$ cat src/rtl/uart_tx_feeder.sv
// uart_tx_feeder: byte FIFO plus hand-off controller in front of the UART
// transmit engine. A byte stays at the FIFO head (and counted) until the
// engine reports the end of its stop bit, so an aborted byte is re-sent.
module uart_tx_feeder #(
  parameter int DEPTH_LOG2 = 4
) (
  input  logic                  clk,
  input  logic                  rst_n,
  input  logic                  wr_en,
  input  logic [7:0]            wr_data,
  input  logic                  flush,
  input  logic                  ovf_clr,
  input  logic                  tx_en,
  input  logic                  tx_ok,
  output logic                  tx_start,
  output logic [7:0]            tx_byte,
  output logic                  fifo_full,
  output logic                  fifo_empty,
  output logic [DEPTH_LOG2:0]   fifo_count,
  output logic                  overflow,
  output logic                  tx_busy
);

  localparam int PTR_W = DEPTH_LOG2;
  localparam int CNT_W = DEPTH_LOG2 + 1;
  localparam int DEPTH = 1 << DEPTH_LOG2;

  localparam logic [CNT_W-1:0] CNT_FULL = {1'b1, {PTR_W{1'b0}}};
  localparam logic [CNT_W-1:0] CNT_ZERO = {CNT_W{1'b0}};
  localparam logic [PTR_W-1:0] PTR_ZERO = {PTR_W{1'b0}};

  typedef enum logic [1:0] {
    S_IDLE     = 2'd0,
    S_START    = 2'd1,
    S_WAIT_OK  = 2'd2,
    S_WAIT_END = 2'd3
  } state_e;

  // Storage (contents are don't-care after reset, so no reset on the array)
  logic [7:0]       mem_q [0:DEPTH-1];

  // State registers and their next values
  state_e           state_q,    state_d;
  logic [PTR_W-1:0] wptr_q,     wptr_d;
  logic [PTR_W-1:0] rptr_q,     rptr_d;
  logic [CNT_W-1:0] count_q,    count_d;
  logic             tx_start_q, tx_start_d;
  logic [7:0]       tx_byte_q,  tx_byte_d;
  logic             overflow_q, overflow_d;

  // Decoded control
  logic             full_s;
  logic             empty_s;
  logic             wr_acc_s;
  logic             wr_drop_s;
  logic             load_s;
  logic             pop_s;

  // Write-side decode: flags come from the registered count only, and a
  // flush swallows any write presented in the same cycle.
  always_comb begin
    full_s    = (count_q == CNT_FULL);
    empty_s   = (count_q == CNT_ZERO);
    wr_acc_s  = wr_en & ~full_s & ~flush;
    wr_drop_s = wr_en &  full_s & ~flush;
  end

  // FSM next-state: flush and tx_en-low both force S_IDLE without a pop.
  always_comb begin
    state_d = state_q;
    if (flush) begin
      state_d = S_IDLE;
    end else if (!tx_en) begin
      state_d = S_IDLE;
    end else begin
      case (state_q)
        S_IDLE: begin
          if (!empty_s) begin
            state_d = S_START;
          end else begin
            state_d = S_IDLE;
          end
        end
        S_START: begin
          state_d = S_WAIT_OK;
        end
        S_WAIT_OK: begin
          if (tx_ok) begin
            state_d = S_WAIT_END;
          end else begin
            state_d = S_WAIT_OK;
          end
        end
        S_WAIT_END: begin
          if (!tx_ok) begin
            state_d = S_IDLE;
          end else begin
            state_d = S_WAIT_END;
          end
        end
        default: begin
          state_d = S_IDLE;
        end
      endcase
    end
  end

  // FSM outputs: load the head byte with a start pulse from S_IDLE, retire
  // it on the stop-bit falling edge seen in S_WAIT_END.
  always_comb begin
    load_s = 1'b0;
    pop_s  = 1'b0;
    if (flush || !tx_en) begin
      load_s = 1'b0;
      pop_s  = 1'b0;
    end else begin
      case (state_q)
        S_IDLE: begin
          load_s = ~empty_s;
        end
        S_WAIT_END: begin
          pop_s = ~tx_ok;
        end
        default: begin
          load_s = 1'b0;
          pop_s  = 1'b0;
        end
      endcase
    end
    tx_start_d = load_s;
    if (load_s) begin
      tx_byte_d = mem_q[rptr_q];
    end else begin
      tx_byte_d = tx_byte_q;
    end
  end

  // Pointer, occupancy and sticky-overflow update; an overflowing write beats
  // a same-cycle clear, and flush leaves the overflow flag alone.
  always_comb begin
    wptr_d  = wptr_q;
    rptr_d  = rptr_q;
    count_d = count_q;
    if (flush) begin
      wptr_d  = PTR_ZERO;
      rptr_d  = PTR_ZERO;
      count_d = CNT_ZERO;
    end else begin
      if (wr_acc_s) begin
        wptr_d = wptr_q + PTR_W'(1'b1);
      end else begin
        wptr_d = wptr_q;
      end
      if (pop_s) begin
        rptr_d = rptr_q + PTR_W'(1'b1);
      end else begin
        rptr_d = rptr_q;
      end
      count_d = count_q + CNT_W'(wr_acc_s) - CNT_W'(pop_s);
    end
    if (wr_drop_s) begin
      overflow_d = 1'b1;
    end else if (ovf_clr) begin
      overflow_d = 1'b0;
    end else begin
      overflow_d = overflow_q;
    end
  end

  // State register with synchronous active-low reset
  always_ff @(posedge clk) begin
    if (!rst_n) begin
      state_q    <= S_IDLE;
      wptr_q     <= PTR_ZERO;
      rptr_q     <= PTR_ZERO;
      count_q    <= CNT_ZERO;
      tx_start_q <= 1'b0;
      tx_byte_q  <= 8'hFF;
      overflow_q <= 1'b0;
    end else begin
      state_q    <= state_d;
      wptr_q     <= wptr_d;
      rptr_q     <= rptr_d;
      count_q    <= count_d;
      tx_start_q <= tx_start_d;
      tx_byte_q  <= tx_byte_d;
      overflow_q <= overflow_d;
    end
  end

  // FIFO storage write port; only accepted writes touch the array
  always_ff @(posedge clk) begin
    if (wr_acc_s) begin
      mem_q[wptr_q] <= wr_data;
    end
  end

  assign tx_start   = tx_start_q;
  assign tx_byte    = tx_byte_q;
  assign fifo_full  = full_s;
  assign fifo_empty = empty_s;
  assign fifo_count = count_q;
  assign overflow   = overflow_q;
  assign tx_busy    = (state_q != S_IDLE);

endmodule

$ cat config.mk
export PLATFORM = sky130hd
export DESIGN_NAME = uart_tx_feeder
export DESIGN_NICKNAME = d
export VERILOG_FILES = /design/src/rtl/uart_tx_feeder.sv
export SDC_FILE = /design/constraint.sdc
export NUM_CORES = 1
export LEC_CHECK = 0
export CORE_AREA = 10 10 109 111
export DETAILED_ROUTE_END_ITERATION = 6
export DIE_AREA = 0 0 119 121
export PLACE_DENSITY = 0.83
export SETUP_SLACK_MARGIN = 0.1
export SLEW_MARGIN = 20
export SYNTH_ARGS = -nofsm -noshare
export SYNTH_HDL_FRONTEND = slang
export SYNTH_SLANG_ARGS = --single-unit
$ cat constraint.sdc
create_clock -name clk -period 6.8 [get_ports clk]
set_clock_uncertainty 0.2 [all_clocks]
set_input_delay 0.68 -clock clk [delete_from_list [all_inputs] [get_ports clk]]
set_output_delay 0.68 -clock clk [all_outputs]
set_load 0.02 [all_outputs]
* After elaboration in Yosys (flattened, before gate mapping) *
Memories as Yosys holds them, arrays and structs flattened. A register that Yosys moved wholly into a read port is not among the register bits.
Cells that the tools add are included.

operators by class
  $add $sub $neg = 4
  bitwise gates (word level) = 10
  reduce and logical (&&, ||, !) cells = 9
  eq/ne operators = 4
  mux-type cells = 12

operator list
  operator               number
  $mux W1                10
  $add A4 B1 Y4 const B  2
  $pmux W2 S4            1
  $not A1 Y1             6
  $add A5 B1 Y5          1
  $eq A5 B5 Y1 const B   1
  $logic_not A5 Y1       1
  $sub A5 B1 Y5          1
  $and A1 B1 Y1          4
  $eq A2 B2 Y1 const B   2
  $reduce_bool A2 Y1     2
  $reduce_or A3 Y1       1
  $eq A2 B1 Y1 const B   1
  $logic_not A1 Y1       2
  $logic_not A2 Y1       1
  $mux W2                1
  $reduce_or A2 Y1       1
  $logic_or A1 B1 Y1     1

storage, ports and cells
  bits of input ports = 15
  bits in writable memories = 128
  memories = 1
  output and inout bits = 18
  bits in registers = 17
  logic and storage cells = 46

memories
  name   depth  width  rd ports  clocked after Yosys merged registers in  write ports  RTL line  source
  mem_q  16     8      1         1                                        1            40        logic [7:0] mem_q [0:DEPTH-1];

* Depth between registers and ports, before layout *
Gate-level depths: netlist of run 1.

  depth in word-level cells = 6
  gate-level depth with buffers = 14
  depth with buffers taken out = 14

* Worst setup path after synthesis of run 1 *
OpenSTA, ideal clock, no wires.

  kind = reg-to-reg
  start = reg count_q[2], in the netlist fifo_count[2]
  end = reg count_q[4], in the netlist fifo_count[4]
  data required time = 6.479 ns
  cell stages (with the launch flop) = 15
  setup time = 0.121 ns
  arrival time = 2.768 ns
  buffers on the path = 0
  slack = 3.711 ns
  cells stage by stage = dfxtp_1 -> inv_1 -> ha_1 -> and4bb_2 -> nor2_1 -> inv_1 -> ha_1 -> inv_1 -> ha_1 -> inv_1 -> fa_1 -> nand2b_1 -> a21oi_1 -> o21ai_0 -> nor3b_1

on the way
  longest elaborated chain between the ends = 6

ends and longest elaborated chain
  item                        RTL line  source
  from (decl)                 46        logic [CNT_W-1:0] count_q, count_d;
  from (signal assigned)      184       count_q <= count_d;
  $eq A5 B5 Y1                62        full_s = (count_q == CNT_FULL);
  named net fifo_full         17        output logic fifo_full,
  $not A1 Y1                  64        wr_acc_s = wr_en & ~full_s & ~flush;
  $and A1 B1 Y1 (2 in a row)  64
  $add A5 B1 Y5               159       count_d = count_q + CNT_W'(wr_acc_s) - CNT_W'(pop_s);
  $sub A5 B1 Y5               159

The timed path passes the listed nets, and every way through them passes these cells.
A chain may end at the register's enable or synchronous reset.

* Worst setup path after layout of run 1 *
  start = reg count_q[2], in the netlist fifo_count[2]
  end = reg count_q[4], in the netlist fifo_count[4]

on the way
  longest elaborated chain between the ends = 6

ends and longest elaborated chain
  item                        RTL line
  $eq A5 B5 Y1                62
  $not A1 Y1                  64
  $and A1 B1 Y1 (2 in a row)  64
  $add A5 B1 Y5 (*)           159
  $sub A5 B1 Y5 (*)           159

Every way passes the cells marked *; elsewhere a longest branch is shown, timed or not.

==> impl_summary.log, run 1 <==
[metrics] post-CTS clock slew at the launch and capture registers of the worst setup and hold paths: 60 ps
[metrics] HPWL Detailed: 7333 um
[metrics] required time reported for the critical path endpoint: 6980 ps
[metrics] most frequent CP cell: sky130_fd_sc_hd__inv_1
[metrics] minimum period implied by the final worst setup slack: 3160 ps
[metrics] Post-Synth XOR/XNOR Area: 1.153%
[metrics] latest clock arrival within the worst-skew pair: 510 ps
[metrics] simple-gate portion of the synthesized area: 5.438%
[metrics] proportion of layout cells with a drive suffix above 1: 19.04%
[metrics] setup repair bufs after CTS: 0
[metrics] remaining antenna violation count after routing: 0
[metrics] maximum fanout along the worst path: 6
[metrics] post-synthesis register bit count: 153
[metrics] Hold Vio Cnt, Final: 0
[metrics] synthesized-area fraction occupied by ao, oa, aoi and oai cells: 2.286%
[metrics] TritonCTS buffer count: 17
[metrics] placer's final routability congestion estimate: between 0.7 and 0.8
[metrics] total wire length after detailed routing: about 12000 um
[metrics] placed insts: 495
[metrics] die height: 121 um
[metrics] top cells by area in the synthesized netlist: sky130_fd_sc_hd__edfxtp_1, sky130_fd_sc_hd__mux4_2, sky130_fd_sc_hd__dfxtp_1
[metrics] Post-Synthesis Mean Instance Area: 17.81 sq um
[metrics] Synth Instances: around 340
[metrics] Net count, final: 408
[metrics] Overall Power: 0.001959 W
[metrics] Synth area leader: sky130_fd_sc_hd__edfxtp_1
[metrics] maximum count of clock buffers along a single path: 2
[metrics] largest net degree at the start of global routing: 35
[metrics] Final Cycle Share: 46.48%
[metrics] area grow syn2layout: 16.87%
[metrics] final setup fails: 0
[metrics] number of antenna violations at the first check in global routing: 0
[metrics] category of the critical setup timing path: register to register
[metrics] detailed router's first-iteration violation count: 276
[metrics] worst slew margin relative to its limit: 31.28%
[metrics] kind of path behind the tightest hold check: register to register
[metrics] Tightest Pin Transition: a little over 1000 ps
[metrics] worst vdd rail ir drop: 0.0002191 V
[metrics] setup TNS: 0 ps
[metrics] Synth Area in Adders: 2.595%
[metrics] Port-buffer cells: 32
[metrics] starting utilization of the core area: between 60% and 70%
[metrics] combinational family with the most area after synthesis: multiplexers
[metrics] number of slew-limit violations in the final report: 0
[metrics] portion of netlist area occupied by mux cells: 14.50%
[metrics] maximum clock frequency: 316.4 MHz
[metrics] Post-Syn Nets: 368
[metrics] number of clock sinks: 153
[metrics] count of cells resized by post-cts repair: 0
[metrics] global router's overall resource usage: 16.80%
[metrics] top-level I/O count: 33
[metrics] count of H-tree levels built during CTS: 4
[metrics] Setup crit end kind: register
[metrics] Post-Syn Area: 0.006075 sq mm
[metrics] static power due to leakage: 2.310 nW
[metrics] average detailed-routed wire length per instance: 22.05 um
[metrics] Warnings, synthesis: 0
[metrics] mean number of vias per cell: 5.869
[metrics] die outline area: approximately 0.014 sq mm
[metrics] total gr overflow: 0
[metrics] chain of cells forming the critical path: inv_1 > ha_1 > and4bb_2 > nor2_1 > inv_1 > ha_1 > inv_1 > ha_1 > inv_1 > fa_1 > nand2b_1 > a21oi_1 > o21ai_0 > nor3b_1
[metrics] row count: 36
[metrics] area inside the core boundary: 0.009639 sq mm
[metrics] commonest cells after routing, fill and taps aside: sky130_fd_sc_hd__edfxtp_1, sky130_fd_sc_hd__mux4_2, sky130_fd_sc_hd__clkdlybuf4s50_1
[metrics] Yosys cell types: 32
[metrics] proportion of synthesized chip area in sequential cells: 71.51%
[metrics] largest stage delay on the critical path: 370 ps
[metrics] fraction of post-synthesis cell area in the top cell type by area: 63.27%
[metrics] DRC errors left: 0
[metrics] run status: completed
[metrics] number of vias in the routed layout: 3093
[metrics] count of inserted antenna diode cells: 0
[metrics] number of violations of the max-capacitance limit: 0
[metrics] global-route wire length before repair: 18440 um
[metrics] count of placed standard cells in the final layout, fillers left out: 527
[metrics] type of element launching the critical path: register
[metrics] clock root buffer master: sky130_fd_sc_hd__clkbuf_8
[metrics] share of the core filled with cells in the final layout: 73.65%
[metrics] RSZ-0062 raised after global routing: false
[metrics] width of the die: 119 um
[metrics] count of hold buffers inserted by post-cts repair: 0
[metrics] Slowest-stage cell, CP: sky130_fd_sc_hd__fa_1
[metrics] vias in the first global route: roughly 3200
[metrics] power density over cell area: 276.0 mW/mm^2
[metrics] TritonCTS clock tree: built
[metrics] arrival time of data at the critical path endpoint: 3340 ps
[metrics] leading cell type in the layout, fill and taps excluded: sky130_fd_sc_hd__edfxtp_1
[metrics] iteration count of the initial detailed-routing pass: 5
[cells by family (layout without fill, tap and decap cells)]
group,Yosys count,in the layout
DFF,153,153
and+or+nand+nor,64,64
muxes,48,48
buffers and inverters,37,90
AOI/OAI and AO/OA,19,19
adders and majority gates,12,12
xor gates and xnor gates,8,8
[layout make-up]
| class | instances | area (sq um) |
|---|---|---|
| clock buffers | 18 | 417.9 |
| clock inverters | 14 | 146.4 |
| fillers | 587 | 2540 |
| inverters | 23 | 86.33 |
| multi-input cells | 151 | 1593 |
| flip-flops and latches | 153 | 4347 |
| well taps | 133 | 166.4 |
| repair buffers | 35 | 342.8 |
[report_power, final]
part           internal (W)   total, W  switching [W]
registers           0.00102    0.00102     0.00000229
logic             0.0000180  0.0000451      0.0000270
clock network      0.000523   0.000893       0.000370
[Yosys cell counts]
library cell / number
sky130_fd_sc_hd__a21oi_1: 6
sky130_fd_sc_hd__a222oi_1: 8
sky130_fd_sc_hd__and2_1: 1
sky130_fd_sc_hd__and2_4: 1
sky130_fd_sc_hd__and4bb_2: 1
sky130_fd_sc_hd__buf_1: 1
sky130_fd_sc_hd__buf_2: 5
sky130_fd_sc_hd__buf_6: 1
sky130_fd_sc_hd__clkbuf_1: 7
sky130_fd_sc_hd__dfxtp_1: 25
sky130_fd_sc_hd__edfxtp_1: 128
sky130_fd_sc_hd__fa_1: 1
sky130_fd_sc_hd__ha_1: 11
sky130_fd_sc_hd__inv_1: 22
sky130_fd_sc_hd__inv_2: 1
sky130_fd_sc_hd__mux2i_1: 16
sky130_fd_sc_hd__mux4_2: 32
sky130_fd_sc_hd__nand2_1: 8
sky130_fd_sc_hd__nand2b_1: 6
sky130_fd_sc_hd__nand3_1: 3
sky130_fd_sc_hd__nand3b_1: 2
sky130_fd_sc_hd__nand4_1: 1
sky130_fd_sc_hd__nand4_2: 1
sky130_fd_sc_hd__nor2_1: 25
sky130_fd_sc_hd__nor2b_1: 5
sky130_fd_sc_hd__nor3_1: 8
sky130_fd_sc_hd__nor3b_1: 1
sky130_fd_sc_hd__o21ai_0: 4
sky130_fd_sc_hd__o31a_1: 1
sky130_fd_sc_hd__or4b_4: 1
sky130_fd_sc_hd__xnor2_1: 6
sky130_fd_sc_hd__xor2_1: 2
[sequential cells by signal (all words and copies together), names as in the netlist]
name,flops
fifo_count,5
overflow,1
tx_start,1
wptr_q,4
rptr_q,4
mem_q,128
state_q,2
tx_byte,8
[critical path, delay by kind of cell (launching register included)]
kind,cells,cell delay [ps]
simple gates,4,920
compound gates,2,290
fa+ha+maj,4,990
flops,1,360
buf+inv,4,250
[stage by stage]
stage	setup WS [ps]	area (sq um)	hold slack, ps
after floorplan	3711	6075	250.2
after global placement	3271	6519	254.9
after detailed placement	3214	6535	271.2
after CTS	3648	7099	282.2
after global routing	3410	7099	300.4
final	3640	7099	281.7
[final timing paths]
check | slack [ps] | cells after the start | end | from
setup / recovery | 3640 | 14 | fifo_count[4] | fifo_count[2]
hold / removal | 280 | 2 | tx_byte[5] | tx_byte[5]
setup reg to reg | 3640 | 14 | fifo_count[4] | fifo_count[2]
hold reg to reg | 280 | 2 | tx_byte[5] | tx_byte[5]
[routing by layer]
metal	vias to the layer above	GRT usage, %	wire length [um]
li1	1404	-	-
met1	1566	21.88	4913
met2	109	27.11	5928
met3	14	4.281	639
met4	0	5.573	137
met5	-	0	0
Power figures use the tool's default switching activity.
==> inputs of run 2 (changes only) <==
CORE_AREA = 10 10 119 121   (was 10 10 109 111)
DIE_AREA = 0 0 129 131   (was 0 0 119 121)
PLACE_DENSITY = 0.73   (was 0.83)
clock period = 2.65 ns   (was 6.8 ns; I/O delays follow)
==> run 2 against run 1 <==
  * Register-to-register slack lost 3500 ps
  * Power rose to 2.7 times the previous value
  * Global-route usage decreased by 1.4 points
  * Core utilization is 10 points lower
  * Worst hold slack gained 5.3 ps
  * Die area is 17% higher
  * Via count increased by 3.3%
  * Critical path depth did not move
  * Non-clock buffer count increased by 34
  * Setup slack got worse by 3500 ps
  * Critical endpoint unchanged
  * Design area rose by 5.8%
==> impl_summary.log, run 2 (synthesized netlist as in run 1, its figures left out) <==
[metrics] pre-CTS setup slack: -176.8 ps (was 3214 ps)
[metrics] minimum period implied by the final worst setup slack: 2560 ps (was 3160 ps)
[metrics] reg2reg setup slack: 90 ps (was 3640 ps)
[metrics] Tightest Pin Transition: 549.1 ps (was 1027 ps)
[metrics] number of violations of the max-capacitance limit: 0 (unchanged)
[metrics] iteration count of the initial detailed-routing pass: 5 (unchanged)
[metrics] count of placed standard cells in the final layout, fillers left out: 575 (was 527)
[metrics] Setup WS post-layout: 89.80 ps (was 3640 ps)
[metrics] global routing usage on met2: 25.46% (was 27.11%)
[metrics] top-level I/O count: 33 (unchanged)
[metrics] largest net degree at the start of global routing: 36 (was 35)
[metrics] detailed router's first-iteration violation count: 218 (was 276)
[metrics] largest stage delay on the critical path: 380 ps (was 370 ps)
[metrics] number of slew-limit violations in the final report: 0 (unchanged)
[metrics] latest clock arrival within the worst-skew pair: 410 ps (was 510 ps)
[metrics] reg2reg start: fifo_count[2] (unchanged)
[metrics] TritonCTS clock tree: built (unchanged)
[metrics] reg-to-reg critical path endpoint: fifo_count[4] (unchanged)
[metrics] area grow syn2layout: 23.63% (was 16.87%)
[metrics] kind of path behind the tightest hold check: register to register (unchanged)
[metrics] placed insts: 536 (was 495)
[metrics] leading cell type in the layout, fill and taps excluded: sky130_fd_sc_hd__edfxtp_1 (unchanged)
[metrics] arrival time of data at the critical path endpoint: 2640 ps (was 3340 ps)
[metrics] maximum clock frequency: 390.6 MHz (was 316.4 MHz)
[metrics] placer's final routability congestion estimate: 0.8094 (was 0.7746)
[metrics] Reg power frac: 49.5% (was 52.1%)
[metrics] count of inserted antenna diode cells: 0 (unchanged)
[metrics] width of the die: 129 um (was 119 um)
[metrics] cell depth of the worst hold path: 2 (unchanged)
[metrics] most utilized layer in the global route result: met2 (unchanged)
[metrics] global router's overall resource usage: 15.39% (was 16.80%)
[metrics] Setup crit end kind: register (unchanged)
[metrics] die height: 131 um (was 121 um)
[metrics] mean number of vias per cell: 5.558 (was 5.869)
[metrics] clock root buffer master: sky130_fd_sc_hd__clkbuf_16 (was sky130_fd_sc_hd__clkbuf_8)
[metrics] vias in the first global route: 3403 (was 3233)
[metrics] final setup fails: 0 (unchanged)
[metrics] area inside the core boundary: 0.01181 sq mm (was 0.009639 sq mm)
[metrics] starting utilization of the core area: 51.43% (was 63.02%)
[metrics] worst hold slack: 287.0 ps (was 281.7 ps)
[metrics] HPWL Detailed: 7659 um (was 7333 um)
[metrics] M3 GR Usage: 4.110% (was 4.281%)
[metrics] remaining antenna violation count after routing: 0 (unchanged)
[metrics] setup TNS: 0 ps (unchanged)
[metrics] Slowest-stage cell, CP: sky130_fd_sc_hd__fa_2 (was sky130_fd_sc_hd__fa_1)
[metrics] number of vias in the routed layout: 3196 (was 3093)
[metrics] worst slew margin relative to its limit: 63.28% (was 31.28%)
[metrics] switching power of the nets: 0.0009553 W (was 0.0003990 W)
[metrics] Hold Vio Cnt, Final: 0 (unchanged)
[metrics] post-CTS clock slew at the launch and capture registers of the worst setup and hold paths: 60 ps (about the same)
[metrics] average detailed-routed wire length per instance: 20.99 um (was 22.05 um)
[metrics] part of the power in the clock network: 48.0% (was 45.6%)
[metrics] category of the critical setup timing path: register to register (unchanged)
[metrics] cell depth of the worst flop-to-flop path: 14 (unchanged)
[metrics] die outline area: 0.01690 sq mm (was 0.01440 sq mm)
[metrics] maximum fanout along the worst path: 2 (was 6)
[metrics] total wire length after detailed routing: 12070 um (was 11620 um)
[metrics] TritonCTS buffer count: 17 (unchanged)
[metrics] maximum count of clock buffers along a single path: 2 (unchanged)
[metrics] chain of cells forming the critical path: inv_4 > ha_4 > and4bb_4 > nor2_4 > inv_2 > ha_4 > inv_2 > ha_4 > inv_2 > fa_2 > nand2b_4 > a21oi_2 > o21ai_1 > nor3b_1 (was inv_1 > ha_1 > and4bb_2 > nor2_1 > inv_1 > ha_1 > inv_1 > ha_1 > inv_1 > fa_1 > nand2b_1 > a21oi_1 > o21ai_0 > nor3b_1)
[metrics] number of clock sinks: 153 (unchanged)
[metrics] run status: completed (unchanged)
[metrics] commonest cells after routing, fill and taps aside: sky130_fd_sc_hd__edfxtp_1, sky130_fd_sc_hd__buf_4, sky130_fd_sc_hd__mux4_2 (was sky130_fd_sc_hd__edfxtp_1, sky130_fd_sc_hd__mux4_2, sky130_fd_sc_hd__clkdlybuf4s50_1)
[metrics] power density over cell area: 705.4 mW/mm^2 (was 276.0 mW/mm^2)
[metrics] worst vdd rail ir drop: 0.0005692 V (was 0.0002191 V)
[metrics] RSZ-0062 raised after global routing: true (was false)
[metrics] internal cell power: 0.004342 W (was 0.001560 W)
[metrics] global-route wire length before repair: 18970 um (was 18440 um)
[metrics] Net count, final: 442 (was 408)
[metrics] count of H-tree levels built during CTS: 4 (unchanged)
[metrics] met1 usage: 18.67% (was 21.88%)
[metrics] power share of the combinational group: 2.5% (was 2.3%)
[metrics] count of hold buffers inserted by post-cts repair: 0 (unchanged)
[metrics] static power due to leakage: 2.532 nW (was 2.310 nW)
[metrics] Top reg by flops: mem_q (unchanged)
[metrics] Final Cycle Share: 96.61% (was 46.48%)
[metrics] total gr overflow: 0 (unchanged)
[metrics] proportion of layout cells with a drive suffix above 1: 27.57% (was 19.04%)
[metrics] type of element launching the critical path: register (unchanged)
[metrics] Hold EP: tx_byte[5] (unchanged)
[metrics] max reg flops: 128 (unchanged)
[metrics] Port-buffer cells: 32 (unchanged)
[metrics] required time reported for the critical path endpoint: 2730 ps (was 6980 ps)
[metrics] number of antenna violations at the first check in global routing: 0 (unchanged)
[metrics] row count: 40 (was 36)
[metrics] DRC errors left: 0 (unchanged)
[metrics] launch instance of the worst min-delay path: tx_byte[5] (unchanged)
[metrics] switching share of power: 18.03% (was 20.36%)
[run 2: cell types whose count changed in the layout (fill, tap and decap cells not counted), sizes merged]
| cell | previous run | this run |
|---|---|---|
| clkdlybuf4s50 | 32 | 31 |
| bufinv | 2 | 4 |
| inv | 26 | 23 |
| buf | 3 | 37 |
| dlygate4sd2 | 0 | 1 |
| clkinvlp | 5 | 0 |
| clkbuf | 18 | 24 |
[run 2: worst max path at each step]
stage          slack [ps]     startpoint  depth (start not counted)       endpoint
2_1_floorplan          10  fifo_count[2]                         14  fifo_count[4]
3_3_place_gp         -120          flush                         13  fifo_count[4]
3_5_place_dp         -180          flush                         13  fifo_count[4]
4_1_cts                50  fifo_count[2]                         14  fifo_count[4]
5_1_grt               -30  fifo_count[2]                         14  fifo_count[4]
6_report               90  fifo_count[2]                         14  fifo_count[4]
[run 2: layout make-up]
type / count / area, sq um
well taps: 147 / 183.9
fillers: 822 / 4302
flip-flops and latches: 153 / 4353
clock buffers: 24 / 491.7
multi-input cells: 151 / 1640
inverters: 23 / 91.34
clock inverters: 8 / 140.1
repair buffers: 69 / 609.3
[run 2: repair_timing]
| action | CTS | global route |
|---|---|---|
| endpoints found under the setup margin | 2 | 2 |
| buffers inserted | 4 | 3 |
| cloned | 0 | 0 |
| pin swaps | 2 | 7 |
| resized for setup | 1 | 7 |
[run 2: per-layer routing]
layer  wire length, um  up-vias
met4               160        0
met2              6095      100
li1                  -     1473
met5                 0        -
met1              5096     1611
met3               714       12
[run 2: stage by stage]
stage / area (sq um) / power (W) / utilization [%]
CTS: 7450 / 0.005341 / 63.07
finish: 7510 / 0.005297 / 63.58
detailed placement: 6789 / 0.002798 / 57.48
global route: 7510 / 0.005450 / 63.58
floorplan: 6112 / 0.002716 / -
global placement: 6789 / 0.002793 / 57.48
[run 2: critical path, delay by kind of cell, from the launching register on]
family                   cells  cell delay (ps)
AND/OR/NAND/NOR              4              630
AO/OA/AOI/OAI                2              190
flip-flops                   1              350
adder cells (fa/ha/maj)      4              870
buffers and inverters        4              200
[run 2: power groups by stage]
stage	logic (W)	registers, W	clock network [W]
floorplan	0.0000428	0.00267	0
CTS	0.000128	0.00262	0.00259
finish	0.000131	0.00262	0.00255
global placement	0.000123	0.00267	0
global route	0.000146	0.00262	0.00268
detailed placement	0.000127	0.00267	0
